<file path="src/rtl/ultrasonic_ranger.sv">
// HC-SR04 ranger: periodic trigger, echo timing, cm conversion.
// Holds last good reading; flags lost or stuck echoes.
module ultrasonic_ranger #(
  parameter int CLK_FREQ_HZ = 12_000_000,
  parameter int TRIG_US     = 10,
  parameter int PERIOD_MS   = 60,
  parameter int TIMEOUT_US  = 25_000,
  parameter int US_PER_CM   = 58
) (
  input  logic        clk,
  input  logic        rst,
  input  logic        en,
  input  logic        echo,
  output logic        trig,
  output logic [15:0] distance,
  output logic        dist_valid,
  output logic        echo_timeout,
  output logic        busy
);

  localparam int CYC_US      = CLK_FREQ_HZ / 1_000_000;
  localparam int CYC_PER_CM  = CYC_US * US_PER_CM;
  localparam int TRIG_CYC    = CYC_US * TRIG_US;
  localparam int PERIOD_CYC  = CYC_US * PERIOD_MS * 1000;
  localparam int TIMEOUT_CYC = CYC_US * TIMEOUT_US;
  localparam int PH_MAX      = (TRIG_CYC > TIMEOUT_CYC) ? TRIG_CYC : TIMEOUT_CYC;

  localparam int PW = $clog2(PERIOD_CYC + 1);
  localparam int HW = $clog2(PH_MAX + 1);
  localparam int SW = $clog2(CYC_PER_CM + 1);

  localparam logic [PW-1:0] PER_LAST  = PW'(PERIOD_CYC - 1);
  localparam logic [HW-1:0] TRIG_LAST = HW'(TRIG_CYC - 1);
  localparam logic [HW-1:0] TMO_LAST  = HW'(TIMEOUT_CYC - 1);
  localparam logic [SW-1:0] PRE_LAST  = SW'(CYC_PER_CM - 1);

  if (TRIG_CYC + 2 * TIMEOUT_CYC + 4 >= PERIOD_CYC) begin : g_cfg_err
    $error("ultrasonic_ranger: PERIOD too short for trigger plus two timeouts");
  end

  typedef enum logic [2:0] {
    S_IDLE, S_TRIG, S_WAIT_R, S_MEAS, S_DONE, S_FAIL
  } state_e;

  state_e        state_q, state_d;
  logic [PW-1:0] per_q, per_d;
  logic [HW-1:0] ph_q, ph_d;
  logic [SW-1:0] pre_q, pre_d;
  logic [15:0]   cm_q, cm_d;
  logic [15:0]   dist_q, dist_d;
  logic          tmo_q, tmo_d;
  logic [1:0]    sync_q, sync_d;
  logic          echo_d_q, echo_d_d;

  logic        echo_s, rise, fall, start;
  logic        pre_wrap;
  logic [15:0] cm_nxt;

  always_ff @(posedge clk or posedge rst) begin
    if (rst) begin
      state_q  <= S_IDLE;
      per_q    <= '0;
      ph_q     <= '0;
      pre_q    <= '0;
      cm_q     <= '0;
      dist_q   <= '0;
      tmo_q    <= 1'b0;
      sync_q   <= '0;
      echo_d_q <= 1'b0;
    end else begin
      state_q  <= state_d;
      per_q    <= per_d;
      ph_q     <= ph_d;
      pre_q    <= pre_d;
      cm_q     <= cm_d;
      dist_q   <= dist_d;
      tmo_q    <= tmo_d;
      sync_q   <= sync_d;
      echo_d_q <= echo_d_d;
    end
  end

  always_comb begin
    sync_d   = {sync_q[0], echo};
    echo_s   = sync_q[1];
    echo_d_d = echo_s;
    rise     = echo_s & ~echo_d_q;
    fall     = ~echo_s & echo_d_q;
    start    = (per_q == '0) & en;
    per_d    = (per_q == PER_LAST) ? '0 : per_q + 1'b1;
    pre_wrap = (pre_q == PRE_LAST);
    // cm count including the current cycle, so capture is floor(cycles/CYC_PER_CM)
    cm_nxt   = (pre_wrap && cm_q != 16'hFFFF) ? cm_q + 16'd1 : cm_q;
  end

  always_comb begin
    state_d = state_q;
    ph_d    = '0;
    pre_d   = pre_q;
    cm_d    = cm_q;
    dist_d  = dist_q;
    tmo_d   = tmo_q;
    unique case (state_q)
      S_IDLE: begin
        if (start) state_d = S_TRIG;
      end
      S_TRIG: begin
        if (ph_q == TRIG_LAST) state_d = S_WAIT_R;
        else ph_d = ph_q + 1'b1;
      end
      S_WAIT_R: begin
        if (rise) begin
          state_d = S_MEAS;
          pre_d   = '0;
          cm_d    = '0;
        end else if (ph_q == TMO_LAST) begin
          state_d = S_FAIL;
          tmo_d   = 1'b1;
        end else begin
          ph_d = ph_q + 1'b1;
        end
      end
      S_MEAS: begin
        pre_d = pre_wrap ? '0 : pre_q + 1'b1;
        cm_d  = cm_nxt;
        if (fall) begin
          state_d = S_DONE;
          dist_d  = cm_nxt;
          tmo_d   = 1'b0;
        end else if (ph_q == TMO_LAST) begin
          state_d = S_FAIL;
          tmo_d   = 1'b1;
        end else begin
          ph_d = ph_q + 1'b1;
        end
      end
      S_DONE:  state_d = S_IDLE;
      S_FAIL:  state_d = S_IDLE;
      default: state_d = S_IDLE;
    endcase
  end

  always_comb begin
    trig         = (state_q == S_TRIG);
    busy         = (state_q == S_TRIG) || (state_q == S_WAIT_R) ||
                   (state_q == S_MEAS);
    dist_valid   = (state_q == S_DONE);
    distance     = dist_q;
    echo_timeout = tmo_q;
  end

endmodule

</file>
<file path="config.mk">
export PLATFORM = sky130hd
export DESIGN_NAME = ultrasonic_ranger
export DESIGN_NICKNAME = d
export VERILOG_FILES = /design/src/rtl/ultrasonic_ranger.sv
export SDC_FILE = /design/constraint.sdc
export NUM_CORES = 1
export LEC_CHECK = 0
export BUFFER_PORTS_ARGS = -buffer_cell sky130_fd_sc_hd__buf_2
export CORE_MARGIN = 4
export CORE_UTILIZATION = 55
export DETAILED_ROUTE_END_ITERATION = 6
export PLACE_DENSITY = 0.79
export SYNTH_ARGS = -nofsm -noshare
export SYNTH_HDL_FRONTEND = slang
export SYNTH_SLANG_ARGS = --single-unit
</file>
<file path="constraint.sdc">
create_clock -name clk -period 4.5 [get_ports clk]
set_input_delay 0.675 -clock clk [delete_from_list [all_inputs] [get_ports clk]]
set_output_delay 0.675 -clock clk [all_outputs]
set_load 0.1 [all_outputs]
</file>
==> reports/results.ini <==
[setup_path]
required_ns=4.74
crit_start=pre_q[3]$_DFFE_PP0P_
crit_chain=or3b_1 > o31ai_1 > o21ai_0 > a21o_1
crit_buf_inv=0
crit_end=pre_q[3]$_DFFE_PP0P_
start_kind=register
path_max_fanout=11
r2r-end=pre_q[3]$_DFFE_PP0P_
ff2ff_path_depth=4
max_stage_delay_ns=1.00
crit_cells=4
worstSetupEndpointType=register
path_class=register to register
crit_arrival_ns=2.77
critPathSlowestCell=o31ai_1
reg2reg_from=pre_q[3]$_DFFE_PP0P_
path_delay_family=compound AO/OA/AOI/OAI gates
r2r_setup_slack_ns=1.97

[floorplanning]
start_util_pct=57.6
core_sq_um=7890
rows=32
pin_count=24
die-area_sq_um=9770
die_width_um=98.9
die_h_um=98.9

[cells_and_area]
final_layout_size_suffix_gt1_share_pct=10.2
finalInstanceArea_sq_um=4900
syn2layout_area_growth_pct=7.91
insertedDiodeCount=0
fin_nets=507

[yosys]
syn_area_per_cell_sq_um=9.40
synth_xor_area_share_pct=8.49
synth_compound_gate_area_share_pct=11.8
synthMuxAreaShare_pct=0.441
synthDistinctLibCells=57
synth_top_family_by_area=simple AND/OR/NAND/NOR gates
synth-edff-count=0
synth_adder_area_share_pct=1.38
async_flop_share_pct=100
ys_ff_latch=88
synth_warnings=0
synthSimpleGateAreaFrac_pct=26.4
syn-cell-area_sq_um=4540
syn_inst=483
ys.flop_type=dfrtp_1
syn_nets=492
yosysSeqAreaShare_pct=48.5

[clock_network]
clockRootBuffer=clkbuf_8
clk_pin_slew_ns=0.08
cts_tree=yes
cts_buffer_depth=2
cts-resized-gates=0
cts-buffers-inserted=9
cts.sinks=88
hold_buffers=0
clock_latency_ns=0.35
post_cts_buffers=0
cts_max_level=3

[grt]
antenna_found_initial=0
grt_overflow=0
grt_pass1_vias=3536
grt_start_max_net_pins=60
grt_first_pass_wirelength_um=16000
grtUsageTotal_pct=19.6

[route]
drtIter0Drc=220
via_count=3589
detail_route.wl_per_cell_um=15.3
drc=0
wirelength_um=9220
drt-vias-per-instance=5.95
first_pass_iters=4
ant_nets=0

[pwr]
irDropWorstVdd_mv=0.190
power_density_nw_per_um2=377
power_leakage_nw=2.22

[sta]
slew_headroom_pct=19.0
worstMarginPinSlew_ns=1.20
clock_skew_ns=0.00921
rsz0062_at_grt=false
hold_viol=0
setup_viol=0
period_minus_slack_ns=2.53
finalCritPeriodShare_pct=56.3
slew_violations=0
fmax_mhz=395
fin_setup_tns_ns=0

[flow_run]
maxCapViolCount=0

[placed_design]
dp_hpwl_um=6320
gp_congestion=0.857
dpl_cell_area_sq_um=4700
io_buffers=23

[min_path]
hold_path.class=register to register

[outcome]
status=completed

-- per-stage QoR --
step                      instances  total power (W)  hold slack, ns  utilization [%]  setup slack, ns
after global placement          589          0.00130           0.365             59.6             2.12
after global routing            603          0.00194           0.391             62.1             1.83
after floorplan                 483          0.00123           0.331                -            0.959
final                           603          0.00184           0.390             62.1             1.97
after detailed placement        589          0.00131           0.367             59.6             2.04
after CTS                       603          0.00186           0.386             62.1             2.01
-- power by group --
group	switching, W	internal (W)	total (W)
clock	0.000268	0.000280	0.000548
sequential	0.0000463	0.000825	0.000871
combinational	0.000324	0.000102	0.000426
-- layout make-up --
cell class                 count  area, sq um
inverter                      12         46.3
clock inverter                 3         42.5
fill                         651         2990
tap                          102          128
sequential                    88         2200
timing repair buffer          25          130
clock buffer                  11          151
multi-input combinational    362         2200
-- flip-flops by register name (all words and copies together), names as in the netlist --
signal and flops:
cm_q 16, distance 16, echo_d_q 1, echo_timeout 1, per_q 20, ph_q 19, pre_q 10, state_q 3
sync_q 2
-- cells in the final DEF, fill, tap and decap left out, types with 13 or more instances in the layout --
| cell | Yosys | routed |
|---|---|---|
| buf_2 | 3 | 23 |
| and3_1 | 16 | 16 |
| nand3_1 | 40 | 40 |
| nand2_1 | 53 | 53 |
| o21ai_0 | 32 | 32 |
| nor2_1 | 48 | 48 |
| xnor2_1 | 19 | 19 |
| xor2_1 | 25 | 25 |
| dfrtp_1 | 88 | 88 |
| a21oi_1 | 13 | 13 |
| nand4_1 | 15 | 15 |
-- worst min path at each step --
stage,start,to,cells after the start
2_1_floorplan,sync_q[0]$_DFF_PP0_,sync_q[1]$_DFF_PP0_,0
3_3_place_gp,sync_q[0]$_DFF_PP0_,sync_q[1]$_DFF_PP0_,0
3_5_place_dp,sync_q[0]$_DFF_PP0_,sync_q[1]$_DFF_PP0_,0
4_1_cts,sync_q[0]$_DFF_PP0_,sync_q[1]$_DFF_PP0_,0
5_1_grt,sync_q[0]$_DFF_PP0_,sync_q[1]$_DFF_PP0_,0
6_report,sync_q[0]$_DFF_PP0_,sync_q[1]$_DFF_PP0_,0
-- logic make-up (layout without fill, tap and decap cells) --
family          count (synthesis)  after routing
xor+xnor                       44             44
fa+ha+maj                       5              5
simple gates                  225            225
compound gates                 86             86
mux                             2              2
buf+inv                        33             51
flops                          88             88
-- worst register-to-register path, cell delays in order (launching register included) --
cell     delay [ns]
dfrtp_1        0.46
or3b_1         0.52
o31ai_1        1.00
o21ai_0        0.23
a21o_1         0.23
-- metal layers --
| metal | track usage, % | part of all wire (%) | wire [um] |
|---|---|---|---|
| met5 | 0 | 0 | 0 |
| met3 | 3.04 | 3.7 | 345 |
| met2 | 31.3 | 48 | 4400 |
| met1 | 26.7 | 47 | 4350 |
| met4 | 8.51 | 1.3 | 119 |
-- synthesized netlist by cell type, types with 3 or more instances --
master	count	share of area (%)
xor2_1	25	4.8
and3_1	16	2.2
nor4_1	8	1.1
xnor2_1	19	3.7
buf_2	3	0.33
nand3_1	40	4.4
clkbuf_1	16	1.3
nand2_1	53	4.4
o22ai_1	3	0.41
nor3_1	3	0.33
a21oi_1	13	1.4
a31oi_1	10	1.4
and4_1	5	0.96
nor2b_1	5	0.69
o31ai_1	5	0.83
nor2_1	48	4.0
or4_1	5	0.83
o21ai_0	32	3.5
inv_1	12	0.99
o211ai_1	4	0.66
nand4_1	15	2.1
ha_1	5	1.4
nand2b_1	4	0.55
o21ai_1	3	0.33
dfrtp_1	88	49
and2_1	3	0.41
a21o_1	4	0.66
Note: power is estimated with default switching activity, not from simulation.
